==> src/rtl/rcswitch_tx_arbiter.sv <==
// rcswitch_tx_arbiter
// ------------------------------------------------------------------------
// Shares one rcswitch_send transmitter among N requesters. Requests are
// granted round-robin. The winner's addr/chan/stat words are latched once,
// and the frame is sent REPEAT times with GAP idle cycles between frames.
// This block runs in the divided rcswitch clock domain.
//
// Optional feature (macro RCSWITCH_TX_ARB_TIMEOUT_EN):
//   A 12-bit watchdog guards the WAIT_BUSY and WAIT_DONE states. When it
//   expires, it sets the sticky err flag and forces DONE, so the grant is
//   still released. Without the macro, err is tied low and those states
//   wait indefinitely.
//
// Parameters:
//   N        number of requesters (2..8)
//   REPEAT   frames per granted request (1..15)
//   GAP      idle clk cycles between frames (1..255)
//   TIMEOUT  watchdog limit per tx_ready phase (1..4095)
//
// Ports:
//   clk       rcswitch clock
//   rst       asynchronous active-low reset
//   req       per-requester level request, held until done
//   req_addr  packed 40-bit addr words, requester i at [i*40 +: 40]
//   req_chan  packed 40-bit chan words, requester i at [i*40 +: 40]
//   req_stat  packed 16-bit stat words, requester i at [i*16 +: 16]
//   gnt       one-hot grant, high from LOAD through DONE
//   done      one-cycle completion pulse to the granted requester
//   busy      high whenever the arbiter is not idle
//   err       sticky watchdog flag (0 unless the optional feature is built)
//   tx_send   one-cycle start pulse to rcswitch_send
//   tx_addr   latched addr word
//   tx_chan   latched chan word
//   tx_stat   latched stat word
//   tx_ready  rcswitch_send idle flag, low while a frame is on air
module rcswitch_tx_arbiter #(
    parameter int N       = 4,
    parameter int REPEAT  = 4,
    parameter int GAP     = 10,
    parameter int TIMEOUT = 4095
) (
    input  logic            clk,
    input  logic            rst,
    input  logic [N-1:0]    req,
    input  logic [N*40-1:0] req_addr,
    input  logic [N*40-1:0] req_chan,
    input  logic [N*16-1:0] req_stat,
    output logic [N-1:0]    gnt,
    output logic [N-1:0]    done,
    output logic            busy,
    output logic            err,
    output logic            tx_send,
    output logic [39:0]     tx_addr,
    output logic [39:0]     tx_chan,
    output logic [15:0]     tx_stat,
    input  logic            tx_ready
);

    localparam int         PW          = $clog2(N);
    localparam logic [PW:0] N_W        = (PW+1)'(N);
    localparam logic [3:0] REPEAT_INIT = 4'(REPEAT);
    localparam logic [7:0] GAP_INIT    = 8'(GAP);

    // Reject parameter values that the counters cannot represent
    if (N < 2 || N > 8) begin : g_bad_n
        $error("rcswitch_tx_arbiter: N must be 2..8");
    end
    if (REPEAT < 1 || REPEAT > 15) begin : g_bad_repeat
        $error("rcswitch_tx_arbiter: REPEAT must be 1..15");
    end
    if (GAP < 1 || GAP > 255) begin : g_bad_gap
        $error("rcswitch_tx_arbiter: GAP must be 1..255");
    end
    if (TIMEOUT < 1 || TIMEOUT > 4095) begin : g_bad_timeout
        $error("rcswitch_tx_arbiter: TIMEOUT must be 1..4095");
    end

    typedef enum logic [2:0] {
        S_IDLE      = 3'd0,
        S_ARB       = 3'd1,
        S_LOAD      = 3'd2,
        S_SEND      = 3'd3,
        S_WAIT_BUSY = 3'd4,
        S_WAIT_DONE = 3'd5,
        S_GAP       = 3'd6,
        S_DONE      = 3'd7
    } state_t;

    state_t        state_r;
    logic [PW-1:0] ptr_r;
    logic [PW-1:0] win_r;
    logic [3:0]    rep_cnt_r;
    logic [7:0]    gap_cnt_r;

    logic          win_found_s;
    logic [PW-1:0] win_idx_s;
    logic [N-1:0]  win_onehot_s;
    logic [PW-1:0] ptr_next_s;
    logic [PW:0]   sum_s;
    logic [PW:0]   cand_s;
    logic          hit_s;

`ifdef RCSWITCH_TX_ARB_TIMEOUT_EN
    localparam logic [11:0] TIMEOUT_LAST = 12'(TIMEOUT - 1);
    logic [11:0] wdog_r;
`else
    assign err = 1'b0;
`endif

    // Round-robin search: first set request at or after ptr_r, wrapping at N
    always_comb begin
        win_found_s  = 1'b0;
        win_idx_s    = '0;
        sum_s        = '0;
        cand_s       = '0;
        hit_s        = 1'b0;
        win_onehot_s = '0;
        for (int k = 0; k < N; k++) begin
            sum_s       = {1'b0, ptr_r} + (PW+1)'(k);
            cand_s      = (sum_s >= N_W) ? (sum_s - N_W) : sum_s;
            hit_s       = !win_found_s && req[cand_s[PW-1:0]];
            win_idx_s   = hit_s ? cand_s[PW-1:0] : win_idx_s;
            win_found_s = win_found_s | hit_s;
        end
        win_onehot_s[win_idx_s] = 1'b1;
        ptr_next_s = (win_idx_s == PW'(N - 1)) ? '0 : (win_idx_s + PW'(1));
    end

    // Arbiter FSM with registered outputs
    always_ff @(posedge clk or negedge rst) begin
        if (!rst) begin
            state_r   <= S_IDLE;
            ptr_r     <= '0;
            win_r     <= '0;
            rep_cnt_r <= 4'd0;
            gap_cnt_r <= 8'd0;
            gnt       <= '0;
            done      <= '0;
            busy      <= 1'b0;
            tx_send   <= 1'b0;
            tx_addr   <= 40'd0;
            tx_chan   <= 40'd0;
            tx_stat   <= 16'd0;
`ifdef RCSWITCH_TX_ARB_TIMEOUT_EN
            wdog_r    <= 12'd0;
            err       <= 1'b0;
`endif
        end else begin
            // Pulse outputs fall back to zero unless a state raises them
            tx_send <= 1'b0;
            done    <= '0;
            case (state_r)
                S_IDLE: begin
                    // A frame already on air is never interrupted
                    if ((req != '0) && tx_ready) begin
                        state_r <= S_ARB;
                        busy    <= 1'b1;
                    end else begin
                        state_r <= S_IDLE;
                    end
                end
                S_ARB: begin
                    if (win_found_s) begin
                        win_r     <= win_idx_s;
                        ptr_r     <= ptr_next_s;
                        rep_cnt_r <= REPEAT_INIT;
                        gnt       <= win_onehot_s;
                        state_r   <= S_LOAD;
                    end else begin
                        // Request withdrawn before arbitration
                        busy    <= 1'b0;
                        state_r <= S_IDLE;
                    end
                end
                S_LOAD: begin
                    tx_addr <= req_addr[int'(win_r)*40 +: 40];
                    tx_chan <= req_chan[int'(win_r)*40 +: 40];
                    tx_stat <= req_stat[int'(win_r)*16 +: 16];
                    tx_send <= 1'b1;
                    state_r <= S_SEND;
                end
                S_SEND: begin
`ifdef RCSWITCH_TX_ARB_TIMEOUT_EN
                    wdog_r  <= 12'd0;
`endif
                    state_r <= S_WAIT_BUSY;
                end
                S_WAIT_BUSY: begin
                    if (!tx_ready) begin
`ifdef RCSWITCH_TX_ARB_TIMEOUT_EN
                        wdog_r  <= 12'd0;
`endif
                        state_r <= S_WAIT_DONE;
                    end
`ifdef RCSWITCH_TX_ARB_TIMEOUT_EN
                    else if (wdog_r == TIMEOUT_LAST) begin
                        err       <= 1'b1;
                        done      <= gnt;
                        rep_cnt_r <= 4'd0;
                        state_r   <= S_DONE;
                    end else begin
                        wdog_r <= wdog_r + 12'd1;
                    end
`else
                    else begin
                        state_r <= S_WAIT_BUSY;
                    end
`endif
                end
                S_WAIT_DONE: begin
                    if (tx_ready) begin
                        if (rep_cnt_r == 4'd1) begin
                            rep_cnt_r <= 4'd0;
                            done      <= gnt;
                            state_r   <= S_DONE;
                        end else begin
                            rep_cnt_r <= rep_cnt_r - 4'd1;
                            gap_cnt_r <= GAP_INIT;
                            state_r   <= S_GAP;
                        end
                    end
`ifdef RCSWITCH_TX_ARB_TIMEOUT_EN
                    else if (wdog_r == TIMEOUT_LAST) begin
                        err       <= 1'b1;
                        done      <= gnt;
                        rep_cnt_r <= 4'd0;
                        state_r   <= S_DONE;
                    end else begin
                        wdog_r <= wdog_r + 12'd1;
                    end
`else
                    else begin
                        state_r <= S_WAIT_DONE;
                    end
`endif
                end
                S_GAP: begin
                    // GAP cycles are spent here; tx_* stay untouched
                    if (gap_cnt_r <= 8'd1) begin
                        gap_cnt_r <= 8'd0;
                        tx_send   <= 1'b1;
                        state_r   <= S_SEND;
                    end else begin
                        gap_cnt_r <= gap_cnt_r - 8'd1;
                    end
                end
                S_DONE: begin
                    gnt     <= '0;
                    busy    <= 1'b0;
                    state_r <= S_IDLE;
                end
                default: begin
                    gnt     <= '0;
                    busy    <= 1'b0;
                    state_r <= S_IDLE;
                end
            endcase
        end
    end

endmodule
==> config.mk <==
export PLATFORM = sky130hd
export DESIGN_NAME = rcswitch_tx_arbiter
export DESIGN_NICKNAME = d
export VERILOG_FILES = /design/src/rtl/rcswitch_tx_arbiter.sv
export SDC_FILE = /design/constraint.sdc
export NUM_CORES = 1
export LEC_CHECK = 0
export ABC_CLOCK_PERIOD_IN_PS = 3100
export CAP_MARGIN = 25
export CORE_AREA = 2 2 193 195
export CTS_BUF_LIST = sky130_fd_sc_hd__clkbuf_4
export DETAILED_ROUTE_END_ITERATION = 6
export DIE_AREA = 0 0 195 197
export GPL_ROUTABILITY_DRIVEN = 1
export GPL_TIMING_DRIVEN = 0
export HOLD_SLACK_MARGIN = 0.05
export PLACE_DENSITY = 0.63
export REMOVE_ABC_BUFFERS = 1
export SYNTH_ARGS = -nofsm -noshare
export SYNTH_HDL_FRONTEND = slang
export SYNTH_SLANG_ARGS = --single-unit
==> constraint.sdc <==
create_clock -name clk -period 3.1 [get_ports clk]
set_clock_uncertainty 0.2 [all_clocks]
set_input_delay 0.775 -clock clk [delete_from_list [all_inputs] [get_ports clk]]
set_output_delay 0.775 -clock clk [all_outputs]
set_load 0.03 [all_outputs]
==> flow_summary.json <==
{
  "cap_violations": 0,
  "path_clk_slew_ns": 0.12,
  "fmax_ghz": 0.382,
  "synth_cells": 483,
  "ys_seq_area_frac": 0.419,
  "avgSynthCellArea_um2": 15.5,
  "synthSimpleGateAreaFrac": 0.0434,
  "core-area_mm2": 0.0363,
  "vdd_ir_drop_max_mv": 0.421,
  "nets": 1368,
  "yosysWarnings": 0,
  "synth_flop_cell": "dfrtp_1",
  "synthAdderAreaFrac": 0.0134,
  "synthMuxAreaShare": 0.450,
  "power_uw": 11500,
  "worst_pin_slew_ns": 0.644,
  "setup_viol": 0,
  "fin_crit_sh": 0.844,
  "cts_buffers": 17,
  "insertion_delay_ns": 0.53,
  "grt-ovfl-total": 0,
  "start_util": 0.206,
  "clock_sinks": 125,
  "start_kind": "flop",
  "crit_arrival_ns": 1.64,
  "hold_violations": 0,
  "fin_util": 0.366,
  "synth_edf_count": 0,
  "slew_headroom": 0.571,
  "endpoint_kind": "output pin",
  "crit_chain": "clkdlybuf4s50_1",
  "area_growth_pct": 77.8,
  "async_flop_share": 1.00,
  "drive_gt1_frac": 0.247,
  "design.die.area_mm2": 0.0384,
  "min_period_ns": 2.62,
  "die_width_um": 195,
  "cp.required_ns": 2.12,
  "grt_pass1_vias": 6777,
  "holdCritPathClass": "flop to flop",
  "syn-cell-area_mm2": 0.00746,
  "p_leak_uw": 0.00504,
  "grt_pass1_wl_um": 42400,
  "avgRoutedWirePerCell_um": 19.9,
  "setup_tns_ns": 0,
  "cp_max_fo": 2,
  "drtIter0Drc": 189,
  "die_h_um": 197,
  "path_class": "flop to output pin",
  "gp_congestion": 0.809,
  "final_cells": 1451,
  "cts_tree": "built",
  "dpl_cell_area_mm2": 0.0130,
  "yosysUniqueCellTypes": 49,
  "path_buf_inv": 1,
  "dp_hpwl_um": 23400,
  "io_pins": 498,
  "crit_path_max_incr_delay_ns": 0.71,
  "power_density_mw_per_mm2": 864,
  "synth_top_family_by_area": "multiplexers",
  "ant_nets": 0,
  "synth_xor_xnor_area_share": 0,
  "grt_start_max_net_pins": 80,
  "status": "complete, no violations",
  "dp.cells": 1417,
  "globalRouteTotalUtil": 0.147,
  "wl_um": 28900,
  "num_vias": 6386,
  "fin_area_mm2": 0.0133,
  "antenna_found_initial": 1,
  "ctsRootBufferMaster": "clkbuf_4",
  "cts.path.max_buffers": 2,
  "viasPerCell": 4.40,
  "cp_top_family": "buffers and inverters",
  "slew_violations": 0,
  "rsz0062_at_grt": "no",
  "drc": 0,
  "crit_path_top_delay_cell": "clkdlybuf4s50_1",
  "first_pass_iters": 4,
  "synth_seq_cells": 125,
  "port_buffers": 496,
  "rows": 70,
  "cts_resized": 0,
  "cts-htree-levels": 4,
  "synth_compound_area_frac": 0.0369
}
==> area by class of cell <==
cell class / instances / area (µm²)
Multi-Input combinational cell: 306 / 4070
Antenna cell: 1 / 2.50
Sequential cell: 125 / 3140
Timing Repair Buffer: 504 / 5150
Tap cell: 468 / 586
Inverter: 15 / 56.3
Clock buffer: 18 / 135
Fill cell: 3563 / 23000
Clock inverter: 14 / 136
==> worst paths after layout <==
path                             start           to  slack (ns)  cells past startpoint
setup / recovery           tx_addr[23]  tx_addr[23]        0.48                      1
hold / removal              tx_addr[6]   tx_addr[6]        0.31                      1
setup reg to reg              win_r[0]   tx_addr[8]        0.77                      3
hold reg to reg             tx_addr[6]   tx_addr[6]        0.31                      1
max in group asynchronous          rst  tx_stat[11]        1.38                      3
min in group asynchronous          rst  tx_chan[36]        0.53                      2
==> cell usage after synthesis (all sizes together), types with 3 or more instances <==
library cell	n	area [µm²]
and2	4	25.0
buf	30	190
mux2	100	1140
mux4	96	2160
a211oi	3	22.5
inv	15	56.3
clkbuf	7	26.3
nor3	9	45.0
nand2	7	26.3
a211o	4	35.0
ha	8	100
mux2i	6	60.1
dfrtp	125	3130
o21ai	7	35.0
or3	3	23.8
and3	5	31.3
o31ai	3	36.3
a21oi	5	25.0
nand2b	4	25.0
nor2	16	60.1
==> flip-flops by register name, indices dropped and copies added, names as in the netlist <==
name       count
ptr_r          2
busy           1
tx_addr       40
state_r        3
tx_stat       16
gap_cnt_r      8
win_r          2
tx_send        1
gnt            4
rep_cnt_r      4
done           4
tx_chan       40
==> layer usage <==
metal / global-route usage / routed length (µm)
met5: 0 / 0
met4: 0.0257 / 150
met3: 0.0394 / 1780
met2: 0.258 / 14800
met1: 0.183 / 12200
==> cells by family (layout without fill, tap and decap cells) <==
kind of cell | count (synthesis) | in the layout
muxes | 202 | 202
adders and majority gates | 8 | 8
and+or+nand+nor | 59 | 59
other | 1 | 2
DFF | 125 | 125
AOI/OAI and AO/OA | 36 | 36
buffers and inverters | 52 | 551
==> metrics by stage <==
| stage | hold WS (ns) | setup WS [ns] |
|---|---|---|
| 2_1_floorplan | 0.272 | -2.45 |
| 3_5_place_dp | 0.295 | 0.169 |
| 6_report | 0.315 | 0.483 |
| 5_1_grt | 0.335 | 0.321 |
| 3_3_place_gp | 0.288 | -5.46 |
| 4_1_cts | 0.321 | 0.348 |
==> timing repair <==
action	in CTS	in global routing
hold endpoints to repair	46	0
setup endpoints to repair	0	0
buffers inserted	0	0
hold buffers	1	0
==> report_power, final <==
part | internal [µW] | switching (µW)
Sequential | 2420 | 666
Clock | 423 | 720
Combinational | 3820 | 3410
Total | 6670 | 4800
==> cells in the final DEF (no fill, tap or decap), types with 2 or more instances in the layout <==
cell,synthesis,final
clkdlybuf4s50_1,0,495
dfrtp_1,125,123
mux2_2,97,97
mux4_2,96,96
clkbuf_4,0,18
inv_1,15,15
nor2_1,16,15
nor3_1,9,9
ha_1,8,8
nand2_1,7,7
mux2i_1,6,6
a21oi_1,5,5
and3_1,5,5
o21ai_0,5,5
nand2b_1,4,4
and2_1,4,4
a211o_1,4,4
buf_16,0,4
a211oi_1,3,3
mux2_4,3,3
clkinv_4,0,3
inv_6,0,3
clkinvlp_4,0,3
buf_12,0,3
nor3b_1,2,2
or3_1,2,2
nand3b_1,2,2
a21o_1,2,2
o31ai_1,2,2
o21ai_1,2,2
o31a_1,2,2
inv_8,0,2
dfrtp_4,0,2
(Power assumes the default switching activity.)
